==> src/rtl/mips_pkg.sv <==
// Shared MIPS32 pipeline constants: register file geometry and the
// operand forward-select encoding used by the ID-stage operand muxes.
package mips_pkg;

  localparam int NREG = 32;
  localparam int RW   = 5;

  localparam logic [1:0] FWD_RF  = 2'b00;
  localparam logic [1:0] FWD_EX  = 2'b01;
  localparam logic [1:0] FWD_MEM = 2'b10;
  localparam logic [1:0] FWD_WB  = 2'b11;

  typedef logic [1:0] age_t;

endpackage

==> src/rtl/sb_entry.sv <==
// One scoreboard cell: tracks the age (0 idle, 1 EX, 2 MEM, 3 WB) of the
// newest in-flight writer of one register and whether that writer is a load.
// Ports: clk, tick (age step), set/set_ld (new writer), clr_rst (sync clear),
// age/ld (state).
module sb_entry (
  input  logic       clk,
  input  logic       tick,
  input  logic       set,
  input  logic       set_ld,
  input  logic       clr_rst,
  output logic [1:0] age,
  output logic       ld
);

  import mips_pkg::*;

  always_ff @(posedge clk) begin
    if (clr_rst) begin
      age <= 2'd0;
      ld  <= 1'b0;
    end else if (set) begin
      // newest writer replaces whatever older entry was aging here
      age <= 2'd1;
      ld  <= set_ld;
    end else if (tick && age != 2'd0) begin
      // 3 wraps to 0: the WB forward covered the write cycle
      age <= age + 2'd1;
      if (age == 2'd3)
        ld <= 1'b0;
    end
  end

endmodule

==> src/rtl/reg_scoreboard.sv <==
// ID-stage register scoreboard: in-flight writer tracking, operand forward
// selects and load-use stall.
// Ports: clk, reset (sync, active-high), ID decode fields in,
// stall/issue/fwd_rs/fwd_rt out.
module reg_scoreboard #(
  parameter int NREG = mips_pkg::NREG,
  parameter int RW   = mips_pkg::RW
) (
  input  logic          clk,
  input  logic          reset,
  input  logic          id_valid,
  input  logic          id_flush,
  input  logic [RW-1:0] id_rs,
  input  logic [RW-1:0] id_rt,
  input  logic          id_use_rs,
  input  logic          id_use_rt,
  input  logic [RW-1:0] id_rd,
  input  logic          id_regwrite,
  input  logic          id_memread,
  output logic          stall,
  output logic [1:0]    fwd_rs,
  output logic [1:0]    fwd_rt,
  output logic          issue
);

  import mips_pkg::*;

  age_t age [NREG];
  logic ld  [NREG];

  logic run;
  logic rd_rs;
  logic rd_rt;
  logic hz_rs;
  logic hz_rt;
  logic wr_en;
  age_t age_rs;
  age_t age_rt;

  // register 0 is hardwired: never tracked
  assign age[0] = 2'd0;
  assign ld[0]  = 1'b0;

  genvar r;
  for (r = 1; r < NREG; r++) begin : g_ent
    sb_entry u_ent (
      .clk     (clk),
      .tick    (1'b1),
      .set     (wr_en && id_rd == RW'(r)),
      .set_ld  (id_memread),
      .clr_rst (reset),
      .age     (age[r]),
      .ld      (ld[r])
    );
  end

  // all outputs held quiet while reset is asserted
  assign run    = ~reset;
  assign age_rs = age[id_rs];
  assign age_rt = age[id_rt];

  assign rd_rs = id_use_rs && id_rs != '0;
  assign rd_rt = id_use_rt && id_rt != '0;

  // only a load still in EX cannot be forwarded
  assign hz_rs = rd_rs && age_rs == 2'd1 && ld[id_rs];
  assign hz_rt = rd_rt && age_rt == 2'd1 && ld[id_rt];

  assign stall = run && id_valid && !id_flush && (hz_rs || hz_rt);
  assign issue = run && id_valid && !id_flush && !stall;
  assign wr_en = issue && id_regwrite && id_rd != '0;

  // age value doubles as the forward select (1 EX, 2 MEM, 3 WB)
  assign fwd_rs = (run && rd_rs) ? age_rs : FWD_RF;
  assign fwd_rt = (run && rd_rt) ? age_rt : FWD_RF;

endmodule

==> config.mk <==
export PLATFORM = sky130hd
export DESIGN_NAME = reg_scoreboard
export DESIGN_NICKNAME = d
export VERILOG_FILES = /design/src/rtl/mips_pkg.sv /design/src/rtl/sb_entry.sv /design/src/rtl/reg_scoreboard.sv
export SDC_FILE = /design/constraint.sdc
export NUM_CORES = 1
export LEC_CHECK = 0
export CORE_ASPECT_RATIO = 0.9
export CORE_MARGIN = 8
export CORE_UTILIZATION = 38
export CTS_BUF_LIST = sky130_fd_sc_hd__clkbuf_8
export CTS_CLUSTER_DIAMETER = 200
export DETAILED_ROUTE_END_ITERATION = 10
export GPL_TIMING_DRIVEN = 0
export MAX_ROUTING_LAYER = met4
export SETUP_SLACK_MARGIN = 0.2
export SLEW_MARGIN = 20
export SYNTH_ARGS = -nofsm -noshare
export SYNTH_HDL_FRONTEND = slang
export SYNTH_SLANG_ARGS = --single-unit
export TNS_END_PERCENT = 5
==> constraint.sdc <==
create_clock -name clk -period 7.7 [get_ports clk]
set_clock_uncertainty 0.2 [all_clocks]
set_input_delay 1.925 -clock clk [delete_from_list [all_inputs] [get_ports clk]]
set_output_delay 1.925 -clock clk [all_outputs]
set_load 0.01 [all_outputs]
==> summary.md, run 1 <==
| Metric | Value |
|---|---|
| Internal | around 0.0008 W |
| CTS tree | done |
| Multi-input gate area | around 4300 um2 |
| Drt via density | 5.563 |
| CTS Sinks | a little over 90 |
| Post-synthesis sequential area ratio | 0.2778 |
| Tcrit/Tclk final | 0.9542 |
| Worst r2r src | g_ent[15].u_ent.age[0]$_SDFFE_PP0P_ |
| Hpwl dp | between 15000 and 20000 um |
| Area leader, netlist | dfxtp_1 |
| Core area | 17440 um2 |
| Synthesized cell area | ~6700 um2 |
| Max_cap viols | 0 |
| 1st-iter DRT viols | 393 |
| Crit path launch | id_rt[2] |
| Hold Crit Depth | 2 |
| CTS Buf Count | 9 |
| Ys flop type | dfxtp_1 |
| Synth area leaders | dfxtp_1 (28%), ha_1 (12%), mux4_2 (11%) |
| Layout net count | roughly 830 |
| Row cnt | 46 |
| Hold endpoint | g_ent[11].u_ent.age[1]$_SDFFE_PP0P_ |
| WL final | 20820 um |
| Vias in the first global route | 5270 |
| WL/cell | 21.01 um |
| Clock share of power | 0.249 |
| Sw Ratio | 0.3411 |
| Antenna cells | 0 |
| First-pass GRT wire length | about 31000 um |
| Vias post-DR | 5513 |
| Cell count after synthesis | about 700 |
| Crit path DAT | roughly 5.2 ns |
| Layout cells sized above 1 | 0.1145 |
| Yosys warns | 0 |
| Flop pwr share | 0.478 |
| DR DRC count | 0 |
| Min-delay src | g_ent[11].u_ent.age[1]$_SDFFE_PP0P_ |
| Initial antenna violation count | 0 |
| H-tree Lvls | 3 |
| Layout area overhead | 9.783% |
| Fill cell count | 1743 |
| Grt total ovfl | 0 |
| Status | completed |
| Final hold vios | 0 |
| Required @ worst endpoint | 5.58 ns |
| VDD IR max | between 0.00007 and 0.00008 V |
| Element type at the critical path end | output pin |
| Setup TNS | 0 ns |
| Seq cells post-synth | 93 |
| Die height | ~140 um |
| Leak | a little under 3 nW |
| Clock latency on the worst-skew pair | 0.38 ns |
| Total Power | about 0.0012 W |
| Storage element area | between 1500 and 2000 um2 |
| RSZ-0062 raised after global routing | no |
| Drt pass-1 iters | 5 |
| Clock slew at reported path FFs | ~0.10 ns |
| Max Clk Rate | roughly 0.14 GHz |
| Final GP Congestion | 0.9372 |
| Distinct cell type count after synthesis | 52 |
| IO Count | 29 |
| R2R cell count | 8 |
| Worst R2R End | g_ent[1].u_ent.age[1]$_SDFFE_PP0P_ |
| Hold_ws | 0.3844 ns |
| Initial Util | 0.3843 |
| Type of the worst setup path | input port to output pin |
| Post-route minimum period | ~7.3 ns |
| Final setup viols | 0 |
| Die Area | ~22000 um2 |
| Syn Area/Cell | 9.320 um2 |
| Rel. slew slack | 0.3112 |
| Worst hold-check path type | flip-flop to flip-flop |
| Post-synth ARST share | 0 |
| Most frequent cells in the layout | inv_1 (95), dfxtp_1 (93), ha_1 (62), nor2_1 (51), mux2i_1 (49) |
| Gate power share | 0.273 |
| Max-slew violation count | 0 |
| CTS root buffer | clkbuf_8 |
| Synth top area share | 0.2778 |
| Most common cell after layout, fill and taps aside | inv_1 |
| Reg2reg setup slack | 4.54 ns |
| I/O Buffers | 18 |
| Mapped Nets | 804 |
| Crit path max fanout | 10 |
| Post-CTS Setup Bufs | 0 |
| Worst-Margin Slew | about 1 ns |
| Die width | ~160 um |
| Max Root-Sink Buffers | 2 |
| Largest net degree at the start of global routing | 14 |
| Number of synthesized flops with an enable pin | 0 |
| GRT Util Overall | 0.1960 |
| Power density cells | between 150 and 200 nW/um2 |
| NetSw | around 0.00042 W |
| Worst Setup Start Kind | input port |
| DRT antenna net count | 0 |
==> kinds of logic (layout without fill, tap and decap cells) <==
group | Yosys count | after routing | share of synthesized area
xor gates and xnor gates | 31 | 31 | 0.04052
DFF | 93 | 93 | 0.2778
and+or+nand+nor | 152 | 152 | 0.1148
muxes | 121 | 121 | 0.2513
AOI/OAI and AO/OA | 122 | 122 | 0.1146
buffers and inverters | 138 | 170 | 0.08514
adders and majority gates | 62 | 62 | 0.1158
==> flip-flops by register name, summed over array words and instances (netlist names) <==
| name | flops |
|---|---|
| g_ent.u_ent.age | 62 |
| g_ent.u_ent.ld | 31 |
==> synth_stat cells (2+ instances only) <==
master     instances
nor2b_1            9
a31oi_1            3
nand2_1           14
nand3_1           34
mux2i_1           49
o2111ai_1          4
mux2_1            26
nor4_1             2
nor2_1            51
clkbuf_1          19
nor3_1             8
xor2_1            31
nor3b_1            5
nand3b_1           2
or3b_2             2
buf_6              3
o211ai_1           4
dfxtp_1           93
buf_4              4
a311oi_1           4
mux2_2            12
a21oi_1           33
o22ai_1            3
and2_1             8
o21ai_0           35
mux4_2            34
and3_1             2
inv_1             94
o22a_1             2
buf_2             12
buf_1              5
ha_1              62
a22oi_1            3
a221oi_1           3
and3b_1            2
a211oi_1          21
nand2b_1           6
==> layer usage <==
| layer | up-vias | GRT usage | share of wire |
|---|---|---|---|
| li1 | 2592 | - | - |
| met1 | 2672 | 0.2574 | 0.45 |
| met3 | 31 | 0.04159 | 0.076 |
| met4 | 0 | 0.06480 | 0.022 |
| met5 | - | - | 0 |
| met2 | 218 | 0.2952 | 0.45 |
==> cell type report <==
class,instances,area share
buffer,43,0.02908
sequential,93,0.2531
tap,240,0.04082
timing repair buffer,18,0.02449
clock inverter,3,0.001871
inverter,95,0.04847
multi-input combinational,488,0.5816
clock buffer,11,0.02058
==> worst max-delay path by stage <==
| stage | end | slack, ns |
|---|---|---|
| 2_1_floorplan | stall | 1.66 |
| 3_3_place_gp | issue | 0.32 |
| 3_5_place_dp | issue | 0.34 |
| 4_1_cts | issue | 0.34 |
| 5_1_grt | issue | 0.21 |
| 6_report | issue | 0.35 |
==> stage by stage <==
stage | std cells | instance area, um2 | setup slack [ns] | util
6_report | 991 | 7357 | 0.3527 | 0.4219
4_1_cts | 991 | 7347 | 0.3352 | 0.4213
5_1_grt | 991 | 7357 | 0.2054 | 0.4219
3_5_place_dp | 977 | 7182 | 0.3394 | 0.4118
3_3_place_gp | 977 | 7182 | 0.3209 | 0.4118
2_1_floorplan | 719 | 6701 | 1.659 | -
==> timing repair <==
action / CTS / global route
gates resized for setup: 0 / 1
setup endpoints to repair: 0 / 1
hold buffers: 0 / 0
==> power by group through the flow <==
stage / Clock (W) / Sequential [W] / Combinational [W]
2_1_floorplan: 0 / 0.000575 / 0.000260
3_3_place_gp: 0 / 0.000598 / 0.000327
3_5_place_dp: 0 / 0.000599 / 0.000333
4_1_cts: 0.000312 / 0.000588 / 0.000335
5_1_grt: 0.000329 / 0.000595 / 0.000372
6_report: 0.000308 / 0.000590 / 0.000338
==> worst max-delay path, stage by stage <==
cell             delay [ns]
clkdlybuf4s50_1        0.52
buf_4                  0.26
buf_2                  0.31
mux4_2                 0.35
mux2i_1                0.13
o21ai_0                0.15
nor3_2                 0.23
o32a_2                 0.25
buf_6                  0.17
buf_4                  0.24
and2_1                 0.15
clkdlybuf4s50_1        0.54
Note: power is estimated with default switching activity, not from simulation.
==> run 2, diff against run 1 <==
SLEW_MARGIN = 0   (was 20)
==> run 2 against run 1 <==
  * Core utilization is essentially flat
  * Hold slack about the same
  * Final cell count unchanged
  * Critical endpoint unchanged
  * Die area stayed put
  * Clock power about the same
  * Critical path type unchanged
  * Global-route usage unchanged
==> summary.md, run 2 (synthesis results as in run 1) <==
| Metric | Value |
|---|---|
| Layout cells sized above 1 | 0.1132 (-0.001332) |
| Critical Path Slowest Stage Cell | clkdlybuf4s50_1 |
| Crit path max fanout | 10 (unchanged) |
| Wire length on met2 | 9370 um (+0.11%) |
| Die height | 142.0 um (unchanged) |
| Drt pass-1 iters | 5 (unchanged) |
| Non-filler instance count after layout | 991 (unchanged) |
| Vias in the first global route | 5270 (unchanged) |
| Initial Util | 0.3843 (unchanged) |
| Antenna cells | 0 (unchanged) |
| CTS root buffer | clkbuf_8 |
| Post-CTS Setup Bufs | 0 (unchanged) |
| Max reg flops | 62 (unchanged) |
| Biggest regs | g_ent.u_ent.age x62, g_ent.u_ent.ld x31 |
| RSZ-0062 raised after global routing | no |
| Final GP Congestion | 0.9372 (unchanged) |
| Vias post-DR | 5529 (+0.29%) |
| Wl on met1 | 9443 um (+0.19%) |
| Hpwl dp | 15530 um (unchanged) |
| Clock latency on the worst-skew pair | 0.38 ns (about the same) |
| Rel. slew slack | 0.1761 (-0.1352) |
| CTS tree | done |
| Max Root-Sink Buffers | 2 (unchanged) |
| Crit path largest cell delay | 0.54 ns (about the same) |
| Worst Setup Start Kind | input port |
| Row cnt | 46 (unchanged) |
| Min-delay src | g_ent[11].u_ent.age[1]$_SDFFE_PP0P_ |
| Largest net degree at the start of global routing | 14 (unchanged) |
| Worst R2R End | g_ent[16].u_ent.age[1]$_SDFFE_PP0P_ |
| Status | completed |
| CTS Hold Bufs | 0 (unchanged) |
| VDD IR max | 0.00008032 V (+0.43%) |
| WL final | 20830 um (about the same) |
| 1st-iter DRT viols | 397 (+1.0%) |
| Hold_ws | 0.3839 ns (-0.0004880 ns) |
| Initial antenna violation count | 0 (unchanged) |
| Total Power | 0.001236 W (about the same) |
| First-pass GRT wire length | 31440 um (unchanged) |
| CTS Buf Count | 9 (unchanged) |
| Worst r2r src | g_ent[15].u_ent.age[0]$_SDFFE_PP0P_ |
| Post-route minimum period | 7.332 ns (-0.01577 ns) |
| Crit path DAT | 5.21 ns (about the same) |
| Layout net count | 833 (unchanged) |
| Setup crit end | issue |
| WL/cell | 21.02 um (about the same) |
| I/O Buffers | 18 (unchanged) |
| Power density cells | 168.1 nW/um2 (+0.10%) |
| Worst-Margin Slew | 1.226 ns (+0.2012 ns) |
| Worst-path cell chain | clkdlybuf4s50_1 > buf_4 > buf_2 > mux4_2 > mux2i_1 > o21ai_0 > nor3_2 > o32a_2 > buf_6 > buf_4 > and2_1 > clkdlybuf4s50_1 |
| IO Count | 29 (unchanged) |
| Drt via density | 5.579 (+0.29%) |
| Tcrit/Tclk final | 0.9521 (-0.002048) |
| Type of the worst setup path | input port to output pin |
| Most common cell after layout, fill and taps aside | inv_1 |
| CTS Sinks | 93 (unchanged) |
| Most frequent cells in the layout | inv_1 (95), dfxtp_1 (93), ha_1 (62), nor2_1 (51), mux2i_1 (49) |
| H-tree Lvls | 3 (unchanged) |
| R2R cell count | 8 (unchanged) |
| Die Area | 22150 um2 (unchanged) |
| Die width | 156.0 um (unchanged) |
| Top reg by flops | g_ent.u_ent.age |
| Setup TNS | 0 ns (unchanged) |
| Crit path launch | id_rt[2] |
| Clock slew at reported path FFs | 0.10 ns (about the same) |
| Max-slew violation count | 0 (unchanged) |
| Worst hold-check path type | flip-flop to flip-flop |
| DRT antenna net count | 0 (unchanged) |
| Max_cap viols | 0 (unchanged) |
| Element type at the critical path end | output pin |
| Layout area overhead | 9.709% (about the same) |
| Leak | 2.934 nW (about the same) |
| Max Clk Rate | 0.1364 GHz (+0.22%) |
| Reg2reg setup slack | 4.53 ns (about the same) |
| Final setup viols | 0 (unchanged) |
| Placed insts | 977 (unchanged) |
| Core area | 17440 um2 (unchanged) |
| Top sig layer | met4 |
| GRT Util Overall | 0.1960 (unchanged) |
| Required @ worst endpoint | 5.58 ns (about the same) |
| Grt total ovfl | 0 (unchanged) |
| DR DRC count | 0 (unchanged) |
| Metal3 WL | 1564 um (-1.1%) |
| Final hold vios | 0 (unchanged) |
==> run 2: area by class of cell <==
type,instances,area [um2]
plain buffers,43,214.0
clock buffers,11,151.4
clock inverters,3,13.76
fillers,1746,10090
inverters,95,356.6
multi-input cells,488,4274
flip-flops and latches,93,1862
well taps,240,300.3
repair buffers,18,180.2
==> run 2: worst min path at each step <==
| stage | end | slack (ns) | depth (start not counted) |
|---|---|---|---|
| after floorplan | g_ent[11].u_ent.age[1]$_SDFFE_PP0P_ | 0.34 | 2 |
| after global placement | g_ent[11].u_ent.age[1]$_SDFFE_PP0P_ | 0.38 | 2 |
| after detailed placement | g_ent[11].u_ent.age[1]$_SDFFE_PP0P_ | 0.37 | 2 |
| after CTS | g_ent[11].u_ent.age[1]$_SDFFE_PP0P_ | 0.39 | 2 |
| after global routing | g_ent[11].u_ent.age[1]$_SDFFE_PP0P_ | 0.41 | 2 |
| final | g_ent[11].u_ent.age[1]$_SDFFE_PP0P_ | 0.38 | 2 |
==> run 2: repair_timing <==
action | CTS | global route
endpoints found under the setup margin | 0 | 1
hold endpoints to repair | 0 | 0
resized for setup | 0 | 1
==> run 2: critical path, delay by kind of cell <==
family,cells,cell delay (ns)
buffers and inverters,6,2.03
multiplexers,2,0.48
AO/OA/AOI/OAI,2,0.39
AND/OR/NAND/NOR,2,0.37
==> run 2: per-stage QoR <==
| stage | area [um2] | utilization | setup WS (ns) |
|---|---|---|---|
| final | 7352 | 0.4216 | 0.3685 |
| after global placement | 7182 | 0.4118 | 0.3209 |
| after CTS | 7347 | 0.4213 | 0.3352 |
| after floorplan | 6701 | - | 1.659 |
| after global routing | 7352 | 0.4216 | 0.2054 |
| after detailed placement | 7182 | 0.4118 | 0.3394 |
==> run 2: power breakdown <==
group	switching [W]	leakage [nW]	internal (W)
clock network	0.000179	0.0922	0.000130
logic	0.000175	2.09	0.000162
registers	0.0000675	0.751	0.000522
total	0.000422	2.93	0.000814
==> run 2: layer usage <==
| metal | vias up | track usage |
|---|---|---|
| met5 | - | - |
| met4 | 0 | 0.06480 |
| met3 | 32 | 0.04159 |
| met2 | 217 | 0.2952 |
| met1 | 2693 | 0.2574 |
| li1 | 2587 | - |
